===== config.mk =====
export PLATFORM = sky130hd
export DESIGN_NAME = tc_mma_arbiter
export DESIGN_NICKNAME = d
export VERILOG_FILES = /design/src/rtl/tc_mma_arbiter.sv
export SDC_FILE = /design/constraint.sdc
export NUM_CORES = 1
export LEC_CHECK = 0
export CORE_MARGIN = 2
export CORE_UTILIZATION = 47
export CTS_CLUSTER_DIAMETER = 30
export DETAILED_ROUTE_END_ITERATION = 6
export GPL_TIMING_DRIVEN = 0
export PLACE_DENSITY = 0.75
export SYNTH_ARGS = -nofsm -noshare
export SYNTH_HDL_FRONTEND = slang
export SYNTH_SLANG_ARGS = --single-unit
export TNS_END_PERCENT = 50

===== constraint.sdc =====
create_clock -name clk -period 1.7 [get_ports clk]
set_input_delay 0.34 -clock clk [delete_from_list [all_inputs] [get_ports clk]]
set_output_delay 0.34 -clock clk [all_outputs]
set_load 0.05 [all_outputs]

===== src/rtl/tc_mma_arbiter.sv =====
// -----------------------------------------------------------------------------
// tc_mma_arbiter
// Shares a single tensor_core_int8 MMA unit among NUM_REQ requesters.
// Round-robin grant, issue handshake, wait for result, one-cycle completion
// pulse to the owner. A watchdog aborts an operation that sits in ISSUE+WAIT
// for TIMEOUT_CYC cycles and reports it through rsp_err / err_timeout.
//
// Optional build macro: TC_ARB_PRIORITY_EN
//   defined   - requester 0 wins whenever it requests; requesters 1..N-1
//               share the remaining grants round-robin, and rr_last only
//               tracks non-zero grants.
//   undefined - plain round-robin across all requesters.
// -----------------------------------------------------------------------------
module tc_mma_arbiter #(
   parameter int NUM_REQ     = 4,
   parameter int ID_W        = 2,
   parameter int TIMEOUT_CYC = 16
) (
   input  logic               clk,
   input  logic               rst_n,
   input  logic [NUM_REQ-1:0] req_valid,
   output logic [NUM_REQ-1:0] rsp_valid,
   output logic               rsp_err,
   output logic [ID_W-1:0]    owner_sel,
   output logic               busy,
   output logic               tc_mma_enable,
   output logic               tc_mma_valid,
   input  logic               tc_mma_ready,
   input  logic               tc_result_valid,
   output logic               err_timeout
);

   // FSM encoding
   localparam logic [1:0] S_IDLE  = 2'd0;
   localparam logic [1:0] S_ISSUE = 2'd1;
   localparam logic [1:0] S_WAIT  = 2'd2;
   localparam logic [1:0] S_RESP  = 2'd3;

   // Timer must hold TIMEOUT_CYC-1; one spare bit keeps the width safe for 1.
   localparam int                TMR_W    = $clog2(TIMEOUT_CYC) + 1;
   localparam logic [TMR_W-1:0]  TMR_LAST = TMR_W'(TIMEOUT_CYC - 1);
   localparam logic [ID_W-1:0]   RR_RESET = ID_W'(NUM_REQ - 1);

   // ---------------------------------------------------------------------
   // State registers
   // ---------------------------------------------------------------------
   logic [1:0]         r_state;
   logic [ID_W-1:0]    r_owner;
   logic [ID_W-1:0]    r_rr_last;
   logic [TMR_W-1:0]   r_timer;
   logic               r_busy;
   logic               r_mma_valid;
   logic [NUM_REQ-1:0] r_rsp_valid;
   logic               r_rsp_err;
   logic               r_err_timeout;

   // Next-state values
   logic [1:0]         w_state_next;
   logic [ID_W-1:0]    w_owner_next;
   logic [ID_W-1:0]    w_rr_last_next;
   logic [TMR_W-1:0]   w_timer_next;
   logic               w_busy_next;
   logic               w_mma_valid_next;
   logic [NUM_REQ-1:0] w_rsp_valid_next;
   logic               w_rsp_err_next;
   logic               w_err_timeout_next;

   // ---------------------------------------------------------------------
   // Arbitration helpers
   // ---------------------------------------------------------------------
   logic [NUM_REQ-1:0] w_req_rr;      // requesters taking part in round-robin
   logic [NUM_REQ-1:0] w_above_last;  // bit i set when i is after rr_last
   logic [NUM_REQ-1:0] w_req_hi;      // round-robin candidates after rr_last
   logic [NUM_REQ-1:0] w_owner_onehot;
   logic [ID_W-1:0]    w_rr_winner;
   logic [ID_W-1:0]    w_winner;
   logic               w_any_req;
   logic               w_timer_expired;

   // Lowest set bit of a request vector (0 when empty; callers gate on that).
   function automatic logic [ID_W-1:0] f_lowest(input logic [NUM_REQ-1:0] vec);
      logic [ID_W-1:0] res;
      res = '0;
      for (int i = NUM_REQ - 1; i >= 0; i--) begin
         if (vec[i]) begin
            res = ID_W'(i);
         end
      end
      return res;
   endfunction

   genvar gi;
   generate
      for (gi = 0; gi < NUM_REQ; gi++) begin : g_req
`ifdef TC_ARB_PRIORITY_EN
         // Requester 0 is handled by the priority override, never by the rotation.
         if (gi == 0) begin : g_rr0
            assign w_req_rr[gi] = 1'b0;
         end else begin : g_rrn
            assign w_req_rr[gi] = req_valid[gi];
         end
`else
         assign w_req_rr[gi] = req_valid[gi];
`endif
         assign w_above_last[gi]   = (r_rr_last < ID_W'(gi));
         assign w_owner_onehot[gi] = (r_owner == ID_W'(gi));
      end
   endgenerate

   assign w_req_hi  = w_req_rr & w_above_last;
   assign w_any_req = |req_valid;

   // First requester after rr_last; wrap to the lowest index when none is above.
   assign w_rr_winner = (|w_req_hi) ? f_lowest(w_req_hi) : f_lowest(w_req_rr);

`ifdef TC_ARB_PRIORITY_EN
   assign w_winner = req_valid[0] ? '0 : w_rr_winner;
`else
   assign w_winner = w_rr_winner;
`endif

   assign w_timer_expired = (r_timer == TMR_LAST);

   // ---------------------------------------------------------------------
   // Next-state logic for the operation sequencer
   // ---------------------------------------------------------------------
   always_comb begin
      w_state_next       = r_state;
      w_owner_next       = r_owner;
      w_rr_last_next     = r_rr_last;
      w_timer_next       = r_timer;
      w_busy_next        = r_busy;
      w_mma_valid_next   = r_mma_valid;
      w_rsp_valid_next   = r_rsp_valid;
      w_rsp_err_next     = r_rsp_err;
      w_err_timeout_next = r_err_timeout;

      case (r_state)
         S_IDLE: begin
            if (w_any_req) begin
               w_state_next     = S_ISSUE;
               w_owner_next     = w_winner;
               w_busy_next      = 1'b1;
               w_mma_valid_next = 1'b1;
               w_timer_next     = '0;
            end
         end

         S_ISSUE: begin
            if (tc_mma_ready) begin
               // Core latched the operands; hold the mux and wait for D.
               w_state_next     = S_WAIT;
               w_mma_valid_next = 1'b0;
               w_timer_next     = r_timer + TMR_W'(1);
            end else if (w_timer_expired) begin
               w_state_next       = S_RESP;
               w_mma_valid_next   = 1'b0;
               w_rsp_valid_next   = w_owner_onehot;
               w_rsp_err_next     = 1'b1;
               w_err_timeout_next = 1'b1;
            end else begin
               w_timer_next = r_timer + TMR_W'(1);
            end
         end

         S_WAIT: begin
            if (tc_result_valid) begin
               w_state_next     = S_RESP;
               w_rsp_valid_next = w_owner_onehot;
               w_rsp_err_next   = 1'b0;
            end else if (w_timer_expired) begin
               w_state_next       = S_RESP;
               w_rsp_valid_next   = w_owner_onehot;
               w_rsp_err_next     = 1'b1;
               w_err_timeout_next = 1'b1;
            end else begin
               w_timer_next = r_timer + TMR_W'(1);
            end
         end

         S_RESP: begin
            // req_valid is ignored here so the finishing owner cannot be re-granted
            // off its own stale request.
            w_state_next     = S_IDLE;
            w_rsp_valid_next = '0;
            w_rsp_err_next   = 1'b0;
            w_busy_next      = 1'b0;
`ifdef TC_ARB_PRIORITY_EN
            if (r_owner != '0) begin
               w_rr_last_next = r_owner;
            end
`else
            w_rr_last_next = r_owner;
`endif
         end

         default: begin
            w_state_next = S_IDLE;
         end
      endcase
   end

   // ---------------------------------------------------------------------
   // Register update with asynchronous active-low reset
   // ---------------------------------------------------------------------
   always_ff @(posedge clk or negedge rst_n) begin
      if (!rst_n) begin
         r_state       <= S_IDLE;
         r_owner       <= '0;
         r_rr_last     <= RR_RESET;
         r_timer       <= '0;
         r_busy        <= 1'b0;
         r_mma_valid   <= 1'b0;
         r_rsp_valid   <= '0;
         r_rsp_err     <= 1'b0;
         r_err_timeout <= 1'b0;
      end else begin
         r_state       <= w_state_next;
         r_owner       <= w_owner_next;
         r_rr_last     <= w_rr_last_next;
         r_timer       <= w_timer_next;
         r_busy        <= w_busy_next;
         r_mma_valid   <= w_mma_valid_next;
         r_rsp_valid   <= w_rsp_valid_next;
         r_rsp_err     <= w_rsp_err_next;
         r_err_timeout <= w_err_timeout_next;
      end
   end

   // All outputs come straight from registers.
   assign rsp_valid     = r_rsp_valid;
   assign rsp_err       = r_rsp_err;
   assign owner_sel     = r_owner;
   assign busy          = r_busy;
   assign tc_mma_valid  = r_mma_valid;
   assign tc_mma_enable = r_mma_valid;
   assign err_timeout   = r_err_timeout;

endmodule


==> results.toml <==
[worst_setup_path]
critPathLaunch = "r_state[1]"
crit_slowest_cell = "dfrtp_2"
cp-end-kind = "flop"
critPathArrivalTime_ns = 1.92
startpoint_type = "flop"
r2r-start = "r_state[1]"
path_class = "flop to flop"
slowest_delay_ns = 0.47
crit_fanout = 9
worstPathCellList = "ha_4 > buf_8 > a21oi_4 > a21boi_4 > buf_6 > and3_1 > a22o_1"
cp.required_ns = 1.93

[yosys]
synth_most_common_cell = "dfrtp_1"
synth_edf_count = 0
synth_ff_type = "dfrtp_1"
ys_seq_area_share_pct = 42.1
ys_top_cells_by_count = "dfrtp_1, nand2_1, a21oi_1, o21ai_0"
synth_area_leaders = "dfrtp_1, ha_1, a32o_1"
ys_warn_count = 0
synth_fp_nets = 132
yosysUniqueCellTypes = 35
ys_ff_latch = 19
synth_top_area_share_pct = 37.4
synth_top_area_cell = "dfrtp_1"
syn-instance-count = 117
synth-async-reset-ratio_pct = 100
syn_area_sq_um = 1140
avgSynthCellArea_sq_um = 9.71

[grt]
grt_max_degree = 20
grt_usage_pct = 20.7
grt_overflow = 0
first_global_vias = 944
grt_antenna_before_repair = 0
grt_pass1_wl_microns = 4220

[detailed_routing]
ant_nets = 0
routed_wl_microns = 2730
met1_length_microns = 1190
drc_errors = 0
vias_per_cell = 5.92
met2_length_microns = 1360
met3_length_microns = 118
drt_iter0_drc = 25
firstDrtPassIters = 4
via_count = 1042
top_layer = "met4"
wl_per_cell_microns = 15.5

[placement]
portBuffers = 18
dp.final_hpwl_microns = 1850
gp_congestion = 0.870

[worst_hold_path]
hold_path.class = "flop to flop"
hold_start = "err_timeout"

[finish]
finalNetCount = 164
drive_gt1_share_pct = 24.3
diodes = 0
post-route-util_pct = 67.5
syn2layout_area_growth_pct = 33.9

[flow_run]
max_cap_viol_count = 0

[sta]
report.final.hold_viol_count = 0
rsz0062_at_grt = "yes"
setup-violations-final = 0
fin_crit_ns = 1.68
relSlewSlack_pct = 42.0
fin_crit_sh_pct = 99.0
fmax_ghz = 0.594
slew_viol_final = 0
whs_ns = 0.485
fin_skew_ns = 0.00426
worstMarginPinSlew_ns = 0.867

[die]
fp.coreArea_sq_um = 2250
dieArea_sq_um = 2830
ios = 19
chipWidth_microns = 53.2
row_count = 17
die_h_microns = 53.2
initial_core_util_pct = 50.4

[clock_tree]
cts_tree = "done"
clock-root-buffer = "clkbuf_4"
cts.sinks = 19
holdBufCountCts = 0
cts_made_buffers = 3
htreeDepth = 1
clk_pin_slew_ns = 0.11
clk_latency_ns = 0.29
clockBufferDepth = 2

[power_and_ir_drop]
p_leak_uw = 0.000733
peakVddDrop_uv = 866
p_per_area_nw_per_um2 = 1580

[outcome]
status = "finished clean"
-- cell families (layout without fill, tap and decap cells) --
group                      after synthesis  after routing  share of synthesized area, %
buffers and inverters                   10             41                          4.07
muxes                                    2              2                          1.87
and+or+nand+nor                         32             32                          15.1
AOI/OAI and AO/OA                       47             47                          29.2
adders and majority gates                7              7                          7.71
DFF                                     19             19                          42.1
-- layout by cell type, fill, tap and decap left out, types with 2 or more instances in the layout --
| cell | count |
|---|---|
| a21boi_2 | 3 |
| a21oi_1 | 9 |
| a21oi_2 | 2 |
| a22o_1 | 3 |
| a32o_1 | 6 |
| and3_1 | 2 |
| buf_4 | 11 |
| clkbuf_4 | 3 |
| clkdlybuf4s50_1 | 4 |
| dfrtp_1 | 16 |
| dfstp_2 | 2 |
| dlygate4sd2_1 | 9 |
| dlymetal6s2s_1 | 3 |
| ha_1 | 3 |
| ha_2 | 2 |
| ha_4 | 2 |
| inv_1 | 6 |
| nand2_1 | 12 |
| nand2b_1 | 3 |
| nand3_1 | 2 |
| nor2_1 | 7 |
| o21ai_0 | 8 |
| o21ai_1 | 3 |
| o22a_1 | 2 |
-- path summary, 6_finish.rpt --
kind	slack, ns	to	depth (start not counted)
hold / removal	0.49	err_timeout	1
setup / recovery	0.02	r_timer[1]	7
min in group asynchronous	0.53	r_timer[2]	1
setup reg to reg	0.02	r_timer[1]	7
hold reg to reg	0.49	err_timeout	1
max in group asynchronous	0.59	r_state[1]	1
-- layout make-up --
type,count,area (sq um)
sequential,19,479
fill,193,733
multi-input combinational,88,678
buffer,3,30.0
tap,28,35.0
inverter,7,26.3
timing repair buffer,27,245
clock inverter,1,5.00
clock buffer,3,22.5
-- sequential cells by signal, summed over array words and instances, names as in the netlist --
register       count
busy               1
tc_mma_enable      1
r_rr_last          2
r_timer            5
err_timeout        1
r_state            2
rsp_err            1
rsp_valid          4
owner_sel          2
-- repair_timing --
| action | in CTS | in global routing |
|---|---|---|
| endpoints found under the setup margin | 16 | 12 |
| pin swaps | 0 | 4 |
| gates resized for setup | 13 | 26 |
| setup buffers | 4 | 5 |
-- stage by stage --
stage	area, sq um	cells	setup TNS [ns]	setup WS [ns]	power [uW]
2_1_floorplan	1140	117	0	0.109	1610
3_3_place_gp	1350	163	-0.738	-0.193	1950
3_5_place_dp	1350	163	-0.890	-0.192	1990
4_1_cts	1410	171	-0.0144	-0.0144	2220
5_1_grt	1520	176	-0.0577	-0.0237	2580
6_report	1520	176	0	0.0171	2410
-- where the power goes --
group | switching, uW | total [uW] | leakage (uW) | internal (uW)
Clock | 138 | 225 | 0.0000177 | 87.4
Combinational | 854 | 1430 | 0.000476 | 576
Sequential | 144 | 751 | 0.000239 | 608
Total | 1140 | 2410 | 0.000733 | 1270
-- metal layers --
| metal | global-route usage, % | up-vias |
|---|---|---|
| met1 | 25.6 | 504 |
| met4 | 8.97 | 0 |
| met5 | 0 | - |
| li1 | - | 500 |
| met3 | 3.67 | 6 |
| met2 | 35.2 | 32 |
-- critical path: cells and delay by family, from the launching register on --
family / cells / cell delay [ns]
buf+inv: 2 / 0.28
compound gates: 3 / 0.54
flops: 1 / 0.47
fa+ha+maj: 1 / 0.19
simple gates: 1 / 0.14
Note: power is estimated with default switching activity, not from simulation.
==> RTL edit: new RTL, same settings <==
Add a define of `TC_ARB_PRIORITY_EN`.
--- a/src/rtl/tc_mma_arbiter.sv
+++ b/src/rtl/tc_mma_arbiter.sv
@@ -12,4 +12,6 @@
 //   undefined - plain round-robin across all requesters.
 // -----------------------------------------------------------------------------
+`define TC_ARB_PRIORITY_EN
+
 module tc_mma_arbiter #(
    parameter int NUM_REQ     = 4,
Behaviour: not the same (Yosys sat finds a counterexample within 10 cycles, from zero or initial values and one cycle with rst_n low).
==> RTL edit against the original RTL <==
Sequential power about the same; synthesized area up 0.22%; clock skew is 0.00054 ns lower; sequential share of layout area is 0.23 points lower; total power is 15% higher; first-iteration DRC count grew 40%; worst setup slack improved by 0.021 ns; final area grew 0.99%; worst hold slack gained 0.0012 ns; synthesized cell count grew 0.85%; global-route usage up 0.065 points; wire length up 3.0%; sequential cell count unchanged; critical path type is now reg -> out; critical endpoint is now owner_sel[0]; highest routed layer unchanged.
==> RTL edit: results (changes against the original RTL) <==
Layout
The count of fill cells added during filler insertion was 194 (+0.52%). The multi-input gate area in the final layout is 700.7 um2 (+3.3%). The final net count is 165 (+0.61%). The final instance count without filler cells is 177 (+0.57%).

Setup path
The highest cell delay on the worst timing path came to 0.56 ns (+0.09 ns). The arrival time reported for the critical path endpoint is 1.32 ns (-0.60 ns). The critical-path maximum fanout is 7 (-2). For this design, the slowest cell found on the critical path is sky130_fd_sc_hd__dlygate4sd2_1. The dominant delay contributor by cell family on the critical path is buffers and inverters.

Drt
The post-detailed-routing wire length is 2814 um (+3.0%). The starting DRC count in detailed routing is 35 (+40%). The number of vias in the routed layout was 1072 (+2.9%).

Power
The reported net switching power is 1337 uW (+18%). The total leakage power came to 0.0006802 uW (-7.2%). The power dissipated in combinational cells is 1790 uW (+25%). The peak ir drop on the vdd network was 1.123 mV (+30%). The total power is 2779 uW (+15%).

Global routing
The global-route wire length before repair is 4381 um (+3.9%). The number of global-route vias before repair is 1007 (+6.7%). The total routing resource utilization after global routing came to 20.79% (+0.065 points).

Yosys
The cell count after synthesis came to 118 (+0.85%). The count of unique library cells instantiated by Yosys is 41 (+17%). The sequential-to-total area share from yosys stat is 41.98% (-0.092 points). The total nets after synthesis is 133 (+0.76%). The commonest cells after synthesis are sky130_fd_sc_hd__dfrtp_1 (17), sky130_fd_sc_hd__o21ai_0 (11), sky130_fd_sc_hd__nand2_1 (9), sky130_fd_sc_hd__ha_1 (7), sky130_fd_sc_hd__nor2_1 (7). After synthesis, the cell types taking the most area are sky130_fd_sc_hd__dfrtp_1 (37%), sky130_fd_sc_hd__ha_1 (7.7%), sky130_fd_sc_hd__o21ai_0 (4.8%), sky130_fd_sc_hd__dfstp_2 (4.6%), sky130_fd_sc_hd__nand2_1 (3.0%).

Placed design
The post-DP HPWL came to 1915 um (+3.6%). The post-place instance area was 0.001354 mm2 (+0.19%). The number of port buffers was 18 (unchanged). The post-placement cell count is 164 (+0.61%).

The global placer's final weighted congestion is 0.8751 (+0.56%). The worst setup slack after placement was -0.3939 ns (-0.2022 ns).

Timing
The actual transition at the worst max-transition pin is 0.8556 ns (-0.01132 ns). The setup skew after layout is 0.003724 ns (-0.0005411 ns).

Run status
The run finished with clean final reports.
==> RTL edit: changes by cell type in the layout (fill, tap and decap cells not counted), moves of 2 or more <==
| cell | delta |
|---|---|
| sky130_fd_sc_hd__and2_1 | +2 |
| sky130_fd_sc_hd__a21o_1 | +2 |
| sky130_fd_sc_hd__o22a_1 | -2 |
| sky130_fd_sc_hd__a21oi_2 | -2 |
| sky130_fd_sc_hd__nor2b_1 | +3 |
| sky130_fd_sc_hd__o211ai_1 | +3 |
| sky130_fd_sc_hd__clkdlybuf4s50_1 | +3 |
| sky130_fd_sc_hd__a21boi_2 | -3 |
| sky130_fd_sc_hd__inv_1 | -2 |
| sky130_fd_sc_hd__a21oi_1 | -4 |
| sky130_fd_sc_hd__a32o_1 | -3 |
| sky130_fd_sc_hd__nand2_1 | -3 |
| sky130_fd_sc_hd__nand3_1 | +4 |
| sky130_fd_sc_hd__dlymetal6s2s_1 | -3 |
==> RTL edit: area by class of cell <==
type | instances | area share (%)
multi-input cells | 89 | 45.60
flip-flops and latches | 19 | 31.27
repair buffers | 27 | 15.23
plain buffers | 4 | 2.280
well taps | 28 | 2.280
clock buffers | 4 | 1.710
inverters | 6 | 1.629
==> RTL edit: cells by family (layout without fill, tap and decap cells) <==
group                    after synthesis  in the layout  synth area share, %
adder cells (fa/ha/maj)                8              8                8.571
buffers and inverters                 10             41                3.845
multiplexers                           1              1               0.9889
flip-flops                            19             19                41.98
AO/OA/AOI/OAI                         43             43                27.47
AND/OR/NAND/NOR                       37             37                17.14
==> RTL edit: worst paths after layout <==
check	from	endpoint	slack, ns	cells after the start
hold / removal	err_timeout$_DFFE_PN0P_	err_timeout$_DFFE_PN0P_	0.49	1
max in group asynchronous	rst_n	r_state[0]$_DFFE_PN0P_	0.61	1
setup / recovery	owner_sel[0]$_DFFE_PN0P_	owner_sel[0]	0.04	1
min in group asynchronous	rst_n	r_timer[1]$_DFFE_PN0P_	0.51	1
setup reg to reg	r_state[1]$_DFFE_PN0P_	r_timer[0]$_DFFE_PN0P_	0.06	7
hold reg to reg	err_timeout$_DFFE_PN0P_	err_timeout$_DFFE_PN0P_	0.49	1
==> RTL edit: what timing repair did <==
| action | 4_1_cts | 5_1_grt |
|---|---|---|
| gates resized for setup | 25 | 18 |
| endpoints found under the hold margin | 0 | 0 |
| cloned | 0 | 0 |
| buffers inserted | 6 | 3 |
| pin swaps | 0 | 4 |
| endpoints found under the setup margin | 21 | 11 |
==> RTL edit: routing by layer <==
metal | wire (um) | GRT usage, % | part of all wire [%]
met5 | 0 | 0 | 0
met2 | 1325 | 34.98 | 47
met4 | 43 | 6.838 | 1.5
met1 | 1284 | 27.35 | 46
met3 | 161 | 2.542 | 5.7
